### config.mk
export PLATFORM = sky130hd
export DESIGN_NAME = pixel_tint_stage
export DESIGN_NICKNAME = d
export VERILOG_FILES = /design/src/rtl/pixel_tint_pkg.sv /design/src/rtl/skid_buffer.sv /design/src/rtl/pixel_tint_stage.sv
export SDC_FILE = /design/constraint.sdc
export NUM_CORES = 1
export LEC_CHECK = 0
export ABC_CLOCK_PERIOD_IN_PS = 2870
export CAP_MARGIN = 40
export CORE_MARGIN = 1.5
export CORE_UTILIZATION = 55
export DETAILED_ROUTE_END_ITERATION = 10
export PLACE_DENSITY = 0.8
export SKIP_LAST_GASP = 1
export SYNTH_ARGS = -nofsm -noshare
export SYNTH_HDL_FRONTEND = slang
export SYNTH_SLANG_ARGS = --single-unit
### constraint.sdc
create_clock -name pixel_clk -period 2.87 [get_ports pixel_clk]
set_input_delay 0.287 -clock pixel_clk [delete_from_list [all_inputs] [get_ports pixel_clk]]
set_output_delay 0.287 -clock pixel_clk [all_outputs]
set_load 0.02 [all_outputs]
### src/rtl/pixel_tint_pkg.sv
// Shared constants and the intensity-to-channel width expansion for pixel_tint_stage.
package pixel_tint_pkg;

  localparam int unsigned DEF_NUM_CH       = 3;
  localparam int unsigned MODE_GREY_BIT    = DEF_NUM_CH;
  localparam int unsigned DEF_FRAME_PIXELS = 480000;
  localparam int unsigned MAX_W            = 32;
  localparam int unsigned IDX_W            = $clog2(MAX_W);

  // Output bit (ch_w-1-i) takes input bit (in_w-1-(i mod in_w)): truncation when the
  // input is wider, MSB-first replication when it is narrower.
  function automatic logic [MAX_W-1:0] expand(input logic [MAX_W-1:0] din,
                                               input int unsigned in_w,
                                               input int unsigned ch_w);
    logic [MAX_W-1:0] res;
    res = '0;
    for (int unsigned i = 0; i < MAX_W; i++) begin
      if (i < ch_w) res[IDX_W'(ch_w - 1 - i)] = din[IDX_W'(in_w - 1 - (i % in_w))];
    end
    return res;
  endfunction

endpackage

### src/rtl/skid_buffer.sv
// Two-entry in-order skid buffer; in_ready and out_valid/out_data come straight from flops.
module skid_buffer
  import pixel_tint_pkg::*;
#(
  parameter int unsigned WIDTH = 8
) (
  input  logic             clk,
  input  logic             rst,
  input  logic [WIDTH-1:0] in_data,
  input  logic             in_valid,
  output logic             in_ready,
  output logic [WIDTH-1:0] out_data,
  output logic             out_valid,
  input  logic             out_ready
);

  logic [WIDTH-1:0] r_mem [2];
  logic             r_rd_ptr;
  logic             r_wr_ptr;
  logic [1:0]       r_count;
  logic             r_ready;

  logic       w_push;
  logic       w_pop;
  logic [1:0] w_count_nxt;

  assign w_push      = in_valid & r_ready;
  assign w_pop       = (r_count != 2'd0) & out_ready;
  assign w_count_nxt = r_count + 2'(w_push) - 2'(w_pop);

  always_ff @(posedge clk) begin
    if (rst) begin
      r_mem[0] <= '0;
      r_mem[1] <= '0;
      r_rd_ptr <= 1'b0;
      r_wr_ptr <= 1'b0;
      r_count  <= 2'd0;
      r_ready  <= 1'b1;
    end else begin
      if (w_push) begin
        r_mem[r_wr_ptr] <= in_data;
        r_wr_ptr        <= ~r_wr_ptr;
      end
      if (w_pop) r_rd_ptr <= ~r_rd_ptr;
      r_count <= w_count_nxt;
      r_ready <= (w_count_nxt != 2'd2);
    end
  end

  assign in_ready  = r_ready;
  assign out_data  = r_mem[r_rd_ptr];
  assign out_valid = (r_count != 2'd0);

endmodule

### src/rtl/pixel_tint_stage.sv
// Expands intensity samples into tinted colour pixels under a one-hot mode.
// Define PIXEL_TINT_FRAME_SYNC_EN to defer mode changes to the frame wrap.
module pixel_tint_stage
  import pixel_tint_pkg::*;
#(
  parameter int unsigned IN_WIDTH     = 8,
  parameter int unsigned CH_WIDTH     = 8,
  parameter int unsigned NUM_CH       = DEF_NUM_CH,
  parameter int unsigned FRAME_PIXELS = DEF_FRAME_PIXELS
) (
  input  logic                       pixel_clk,
  input  logic                       rst,
  input  logic [IN_WIDTH-1:0]        in_data,
  input  logic                       in_valid,
  output logic                       in_ready,
  output logic [NUM_CH*CH_WIDTH-1:0] out_data,
  output logic                       out_valid,
  input  logic                       out_ready,
  input  logic [NUM_CH:0]            mode_sel,
  output logic [NUM_CH:0]            mode_active,
  output logic                       frame_start
);

  localparam int unsigned CNT_W = $clog2(FRAME_PIXELS);
  localparam int unsigned OUT_W = NUM_CH * CH_WIDTH;
  localparam logic [NUM_CH:0] MODE_GREY = {1'b1, {NUM_CH{1'b0}}};

  logic [CNT_W-1:0]    r_pix_cnt;
  logic [NUM_CH:0]     r_mode_pending;
  logic [NUM_CH:0]     r_mode_active;

  logic                w_in_fire;
  logic                w_cnt_last;
  logic [NUM_CH:0]     w_mode_req;
  logic [NUM_CH:0]     w_pending_nxt;
  logic [CH_WIDTH-1:0] w_val;
  logic [OUT_W-1:0]    w_tint;

  assign w_in_fire  = in_valid & in_ready;
  assign w_cnt_last = (r_pix_cnt == CNT_W'(FRAME_PIXELS - 1));

  // Highest set request bit wins, so grey beats any channel on a tie.
  always_comb begin
    w_mode_req = '0;
    for (int k = 0; k <= NUM_CH; k++) begin
      if (mode_sel[k]) begin
        w_mode_req    = '0;
        w_mode_req[k] = 1'b1;
      end
    end
  end

  assign w_pending_nxt = (|mode_sel) ? w_mode_req : r_mode_pending;
  assign w_val         = CH_WIDTH'(expand(MAX_W'(in_data), IN_WIDTH, CH_WIDTH));

  always_comb begin
    w_tint = '0;
    for (int ch = 0; ch < NUM_CH; ch++) begin
      if (r_mode_active[NUM_CH] || r_mode_active[ch]) w_tint[ch*CH_WIDTH +: CH_WIDTH] = w_val;
    end
  end

  always_ff @(posedge pixel_clk) begin
    if (rst) begin
      r_pix_cnt      <= '0;
      r_mode_pending <= MODE_GREY;
      r_mode_active  <= MODE_GREY;
    end else begin
      r_mode_pending <= w_pending_nxt;
      if (w_in_fire) r_pix_cnt <= w_cnt_last ? '0 : r_pix_cnt + 1'b1;
`ifdef PIXEL_TINT_FRAME_SYNC_EN
      if (w_in_fire && w_cnt_last) r_mode_active <= w_pending_nxt;
`else
      if (|mode_sel) r_mode_active <= w_mode_req;
`endif
    end
  end

  assign mode_active = r_mode_active;
  assign frame_start = w_in_fire & (r_pix_cnt == '0) & ~rst;

  skid_buffer #(
    .WIDTH(OUT_W)
  ) u_skid (
    .clk      (pixel_clk),
    .rst      (rst),
    .in_data  (w_tint),
    .in_valid (in_valid),
    .in_ready (in_ready),
    .out_data (out_data),
    .out_valid(out_valid),
    .out_ready(out_ready)
  );

endmodule

Word-level counts from Yosys, hierarchy flattened
Memories as Yosys holds them, arrays and structs flattened. A register that Yosys moved wholly into a read port is not among the register bits.
Index checks and enable logic that the tools add are counted.
{"block": "word_totals", "ff_bits": 28, "ramBits": 48, "input_bits": 16, "output_inout_bits": 31, "wordCells": 44, "n_memories": 1}
{"name": "u_skid.r_mem", "depth": 2, "word_bits": 24, "rd": 1, "rd_clocked_by_memory_dff": 1, "wr": 2, "line": "skid_buffer.sv:17", "rtl": "logic [WIDTH-1:0] r_mem [2];"}
{"block": "op_classes", "n_addsub": 3, "eq_ne": 2, "muxes": 18, "bitwise_logic": 7, "reduce_logical": 7}
{"op": "two-way mux 24 bit", "n": 1}
{"op": "two-way mux 8 bit", "n": 3}
{"op": "OR reduction 24 bit", "n": 1}
{"op": "adder 19 x 1 -> 19 bit (second input constant)", "n": 1}
{"op": "equality test 19 bit (second input constant)", "n": 1}
{"op": "logical NOT 19 bit", "n": 1}
{"op": "two-way mux 19 bit", "n": 1}
{"op": "two-way mux 4 bit", "n": 3}
{"op": "two-way mux 1 bit", "n": 10}
{"op": "AND 1 bit", "n": 4}
{"op": "OR reduction 4 bit", "n": 1}
{"op": "logical OR 1 bit", "n": 3}
{"op": "inverter 1 bit", "n": 3}
{"op": "adder 2 x 1 -> 2 bit", "n": 1}
{"op": "inequality test 2 bit (second input constant)", "n": 1}
{"op": "nonzero test 2 bit", "n": 1}
{"op": "subtractor 2 x 1 -> 2 bit", "n": 1}

Longest topological paths before layout
Gate-level depths: netlist (run 1).
{"block": "depth", "depth_word": 6, "depth_mapped": 8, "depth_no_buf": 8}

Modules after synthesis
Synthesis (run 1) repeated with hierarchy kept, for this count alone.
{"block": "unflattened", "hier_cells": 309, "area_unflattened_um2": 3550.9}
{"mod": "skid_buffer", "n_inst": 1, "cells_per_inst": 156, "area_per_inst_um2": 2317.2, "seq_area_each_um2": 1561.5}
{"mod": "pixel_tint_stage", "n_inst": 1, "cells_per_inst": 153, "area_per_inst_um2": 1233.7, "seq_area_each_um2": 460.4}

Worst setup path before layout (run 1)
OpenSTA, ideal clock, no wires.
{"block": "synth_path", "path_type": "register -> register", "start": "register u_skid.r_ready (netlist: u_skid.in_ready)", "end": "memory u_skid.r_mem[0][0] in the netlist's numbering, enable pin", "t_arrival_ns": 1.790, "slack_ns": 0.670, "path_stages_with_launch": 3, "path_buffers": 0, "synth_period_minus_slack_ns": 2.200, "cell_sequence": "dfxtp_1 > nand2_2 > o21bai_1"}
{"element": "start, declared", "line": "skid_buffer.sv:21", "rtl": "logic r_ready;"}
{"element": "start signal, assigned", "line": "skid_buffer.sv:46", "rtl": "r_ready <= (w_count_nxt != 2'd2);"}
{"element": "end, declared", "line": "skid_buffer.sv:17"}

Worst setup path after layout (run 1)
{"block": "layout_path", "start": "register r_pix_cnt[11]", "end": "output port frame_start"}
{"block": "layout_between", "elab_chain_len": 3}
{"element": "start, declared", "line": "pixel_tint_stage.sv:28", "rtl": "logic [CNT_W-1:0] r_pix_cnt;"}
{"element": "start signal, assigned", "line": "pixel_tint_stage.sv:70", "rtl": "if (w_in_fire) r_pix_cnt <= w_cnt_last ? '0 : r_pix_cnt + 1'b1;"}
{"element": "logical NOT 19 bit", "line": "pixel_tint_stage.sv:80", "rtl": "assign frame_start = w_in_fire & (r_pix_cnt == '0) & ~rst;"}
{"element": "AND 1 bit (2 in series)", "line": "pixel_tint_stage.sv:80"}
{"element": "end, declared", "line": "pixel_tint_stage.sv:21", "rtl": "output logic frame_start"}
Every way passes these cells.

==> results.yml, run 1 <==
power_and_ir_drop:
  p_leak_nw: 1.61
  peakVddDrop_mv: 0.536
  p_per_area_nw_per_um2: 798
route:
  wl_mm: 6.91
  first_iter_violations: 151
  vias_per_cell: 5.59
  postRouteAntennaNets: 0
  drcViolationCount: 0
  drt_pass1_iterations: 4
  wl_per_cell_um: 16.1
  route.vias.total: 2398
run:
  drv_cap: 0
yosys:
  synth_top_area_share_pct: 41.1
  ys_seq_elements: 77
  netlist_top_cells_area: "edfxtp_1 41%, dfxtp_1 17%, and2_1 8.9%"
  synth_nets: 313
  seq_area_frac_synth_pct: 57.7
  ys_types: 41
  ys_async_sr_fraction_pct: 0
  synth-edff-count: 48
  syn_inst: 293
  post-synth-top-area-cell: "edfxtp_1"
  syn-cell-area_um2: 3500
  syn_avg_cell_area_um2: 12.0
  ys_warn_count: 0
  synth.most_common_cell: "and2_1"
  ys_dominant_reg_cell: "edfxtp_1"
  synth_commonest_cells: "50 x and2_1, 48 x edfxtp_1, 29 x dfxtp_1"
timing:
  max_freq_mhz: 399
  worst_pin_slew_ps: 599
  finClkSkew_ps: 14.4
  slew_viol_final: 0
  setup_slack_ps: 366
  tns_ps: 0
  max-slew-margin-rel_pct: 59.9
  period_minus_slack_ps: 2500
  finalSetupViolCount: 0
  hold_viol: 0
  finalCritPeriodShare_pct: 87.2
  rsz0062_at_grt: "false"
die:
  die_h_um: 82.8
  coreArea_um2: 6030
  die_w_um: 82.8
  pin_count: 47
  dieArea_um2: 6860
  num_rows: 28
  start_util_pct: 58.1
clock_network:
  ctsHtreeMaxLevel: 3
  postCtsSetupBuffers: 0
  clk_root_buffer_cell: "clkbuf_8"
  clockBufferDepth: 2
  numCtsBuffers: 9
  clk_pin_slew_worst_paths_ps: 80
  cts.sinks: 77
  cts_resized: 0
  hold_buffers: 0
  cts_tree: "built"
  clock_latency_ps: 350
grt:
  grt_pass1_vias: 2315
  met2_usage_pct: 34.9
  grt_use_met3_pct: 4.67
  overflow: 0
  grt_start_max_net_pins: 25
  antenna_found_initial: 0
  grt_usage_pct: 21.5
  use_met1_pct: 28.4
  grt_pass1_wl_mm: 11.6
  grt_busiest_layer: "met2"
layout:
  final_core_util_pct: 71.9
  syn_to_final_growth_pct: 23.8
  antennaDiodeCount: 0
  layout.nets: 369
  drive_above_1_share_pct: 19.2
setup_path:
  critPathKind: "flip-flop to primary output"
  cp.required_ps: 2580
  crit_family: "simple AND/OR/NAND/NOR gates"
  cp.arrival_ps: 2220
  cp_max_fo: 6
  cp-end-kind: "primary output"
  cp_num_buf_inv: 1
  slowest_stage: "clkdlybuf4s50_1"
  max_stage_delay_ps: 660
  crit_chain: "or4_4 > nor4_1 > clkdlybuf4s50_1"
  r2r_slack_ps: 860
  cp-start-kind: "flip-flop"
hold_path:
  hold_path.class: "flip-flop to flip-flop"
place:
  place.gp.congestion: 0.814
  dp_hpwl_mm: 4.56
  portBuffers: 46
  dp_slack_ps: 553
outcome:
  status: "complete, no violations"
## placed cells by master (no fill, tap or decap), drive strengths merged, types with 5 or more instances in the layout
master and count:
buf 8, nand4 5, edfxtp 48, nor2 22, nand3 7, nand2 11, o21ai 8, xnor2 7
clkbuf 10, mux2 24, dfxtp 29, xor2 6, clkdlybuf4s50 46, nor4 9, and2 50, or3 8
a21oi 12, inv 8
## flip-flops by register name, summed over array words and instances, names as in the netlist, named ones only
signal	count
u_skid.r_mem	48
u_skid.r_wr_ptr	1
u_skid.r_count	2
u_skid.r_rd_ptr	1
mode_active	4
r_pix_cnt	19
u_skid.in_ready	1
## per-layer routing
metal / part of all wire (%) / vias up / wire (um)
met5: 0 / - / 0
met4: 1.5 / 0 / 103
met3: 4.9 / 10 / 337
met2: 50 / 69 / 3460
met1: 44 / 1152 / 3010
li1: - / 1167 / -
## worst paths after layout
path                     startpoint               to  cells after the start
hold reg to reg        r_pix_cnt[1]     r_pix_cnt[1]                      2
setup / recovery      r_pix_cnt[11]      frame_start                      3
setup reg to reg  u_skid.r_count[0]  u_skid.in_ready                      8
hold / removal         r_pix_cnt[1]     r_pix_cnt[1]                      2
## where the power goes
group / switching [W] / internal, W / total, W
clock: 0.000390 / 0.000689 / 0.00108
sequential: 0.0000584 / 0.00135 / 0.00141
combinational: 0.000485 / 0.000486 / 0.000971
total: 0.000933 / 0.00253 / 0.00346
## kinds of logic after synthesis
group,synth area share (%)
compound gates,5.00
xor+xnor,3.25
fa+ha+maj,1.43
buf+inv,2.50
flops,57.7
mux,7.71
simple gates,22.4
## worst register-to-register path: cells and delay by family, from the launching register on
| family | cells | cell delay (ps) |
|---|---|---|
| DFF | 1 | 310 |
| buffers and inverters | 1 | 40 |
| xor gates and xnor gates | 2 | 300 |
| and+or+nand+nor | 3 | 810 |
| adders and majority gates | 2 | 460 |
## metrics by stage
| step | std cells | area, um2 | hold WS [ps] | power (W) |
|---|---|---|---|---|
| after global routing | 429 | 4340 | 538 | 0.00361 |
| after floorplan | 293 | 3500 | 365 | 0.00201 |
| final | 429 | 4340 | 501 | 0.00346 |
| after CTS | 429 | 4340 | 511 | 0.00349 |
| after global placement | 413 | 4060 | 491 | 0.00238 |
| after detailed placement | 413 | 4060 | 497 | 0.00241 |
## final cells by class
cell class	instances	area (um2)
Clock buffer	10	138
Multi-Input combinational cell	199	1400
Tap cell	75	93.8
Sequential cell	77	2020
Fill cell	434	1690
Clock inverter	6	134
Inverter	8	30.0
Timing Repair Buffer	54	520
Note: power is estimated with default switching activity, not from simulation.
==> run 2: changes to the inputs <==
- SLEW_MARGIN: default -> 5
==> results of run 2 <==
The final DEF is identical to that of run 1; final timing and power are the same.
==> run 3: changes to the inputs <==
- CELL_PAD_IN_SITES_DETAIL_PLACEMENT: default -> 1
- CELL_PAD_IN_SITES_GLOBAL_PLACEMENT: default -> 2
- CORE_UTILIZATION: 55 -> 37
- PLACE_DENSITY: 0.8 -> default
- PLACE_DENSITY_LB_ADDON: default -> 0.1
==> results.yml, run 3 (same netlist as run 1, synthesis figures left out) <==
grt:
  grt_start_max_net_pins: 25
  grt_pass1_vias: 2467
  antenna_found_initial: 0
  grt_pass1_wl_mm: 12.6
  grt_usage_pct: 16.5
  overflow: 0
timing:
  max_freq_mhz: 395
  worst_pin_slew_ps: 401
  slew_viol_final: 0
  rsz0062_at_grt: "false"
  finalSetupViolCount: 0
  finalCritPeriodShare_pct: 88.2
  hold_viol: 0
  tns_ps: 0
  max-slew-margin-rel_pct: 73.1
  finClkSkew_ps: 10.9
  period_minus_slack_ps: 2530
layout:
  largest-register: "u_skid.r_mem"
  layout_common_cells: "50 x and2_1, 48 x edfxtp_1, 46 x clkdlybuf4s50_1"
  antennaDiodeCount: 0
  finalNonFillerCells: 468
  final_core_util_pct: 47.2
  largest_reg_flops: 48
  syn_to_final_growth_pct: 23.8
  layout.nets: 372
  layout_commonest_cell: "and2_1"
  filler_cell_count: 990
  drive_above_1_share_pct: 19.9
setup_path:
  critPathKind: "flip-flop to primary output"
  cp.required_ps: 2580
  endpoint: "frame_start"
  r2r_end: "u_skid.in_ready"
  crit_start: "r_pix_cnt[11]"
  r2r_slack_ps: 890
  cp.arrival_ps: 2250
  cp-start-kind: "flip-flop"
  cp-end-kind: "primary output"
  cp_max_fo: 6
  reg2regPathDepth: 8
  r2r_start: "u_skid.r_count[0]"
clock_network:
  numCtsBuffers: 9
  cts_resized: 0
  cts.sinks: 77
  cts_tree: "built"
  postCtsSetupBuffers: 0
  clk_root_buffer_cell: "clkbuf_8"
  clk_pin_slew_worst_paths_ps: 80
  clock_latency_ps: 350
  ctsHtreeMaxLevel: 3
  clockBufferDepth: 2
  hold_buffers: 0
outcome:
  status: "complete, no violations"
die:
  num_rows: 35
  start_util_pct: 38.1
  die_h_um: 100
  die_w_um: 100
  dieArea_um2: 10100
  coreArea_um2: 9200
  pin_count: 47
route:
  first_iter_violations: 46
  route.vias.total: 2400
  drcViolationCount: 0
  wl_per_cell_um: 16.7
  vias_per_cell: 5.13
  postRouteAntennaNets: 0
  drt_pass1_iterations: 4
  wl_mm: 7.83
power_and_ir_drop:
  power_w: 0.00324
  peakVddDrop_mv: 0.253
  p_leak_nw: 1.59
  p_per_area_nw_per_um2: 748
place:
  place.gp.congestion: 0.762
  portBuffers: 46
  dp_cells: 452
  dp_hpwl_mm: 5.17
run:
  drv_cap: 0
hold_path:
  hold_path.class: "flip-flop to flip-flop"
==> run 3: per-layer routing <==
metal  track usage (%)  vias up  share of wire (%)
met4              6.18        0                1.4
li1                  -     1167                  -
met3              3.27       10                2.9
met5                 0        -                  0
met2              29.5       36                 50
met1              19.6     1187                 46
==> run 3: worst min path at each step <==
stage                       from              to  slack, ps  cells after the start
floorplan            mode_sel[3]  mode_active[1]        370                      1
global placement    r_pix_cnt[1]    r_pix_cnt[1]        480                      2
detailed placement  r_pix_cnt[1]    r_pix_cnt[1]        490                      2
CTS                 r_pix_cnt[1]    r_pix_cnt[1]        510                      2
global route        r_pix_cnt[1]    r_pix_cnt[1]        530                      2
finish              r_pix_cnt[1]    r_pix_cnt[1]        510                      2
==> run 3: final cells by class <==
cell class | count | area [um2] | share of cell area, %
Sequential cell | 77 | 2020 | 46.6
Clock inverter | 7 | 82.6 | 1.90
Inverter | 8 | 30.0 | 0.692
Timing Repair Buffer | 57 | 543 | 12.5
Multi-Input combinational cell | 199 | 1400 | 32.2
Clock buffer | 9 | 124 | 2.86
Tap cell | 111 | 139 | 3.20
==> run 3: power breakdown <==
| group | internal [W] | total (W) | switching (W) |
|---|---|---|---|
| Combinational | 0.000491 | 0.000979 | 0.000488 |
| Clock | 0.000415 | 0.000859 | 0.000444 |
| Sequential | 0.00135 | 0.00141 | 0.0000566 |
==> run 3: stage by stage <==
stage	instance area (um2)	hold WS, ps	setup WS (ps)
finish	4340	507	338
global route	4340	527	205
CTS	4340	508	276
detailed placement	4130	493	449
global placement	4130	478	418
floorplan	3500	365	670
==> run 3: worst max-delay path, stage by stage, from the launching register on <==
cell and delay, ps:
dfxtp_1 360, or4_4 570, nor4_1 310, clkdlybuf4s50_1 660
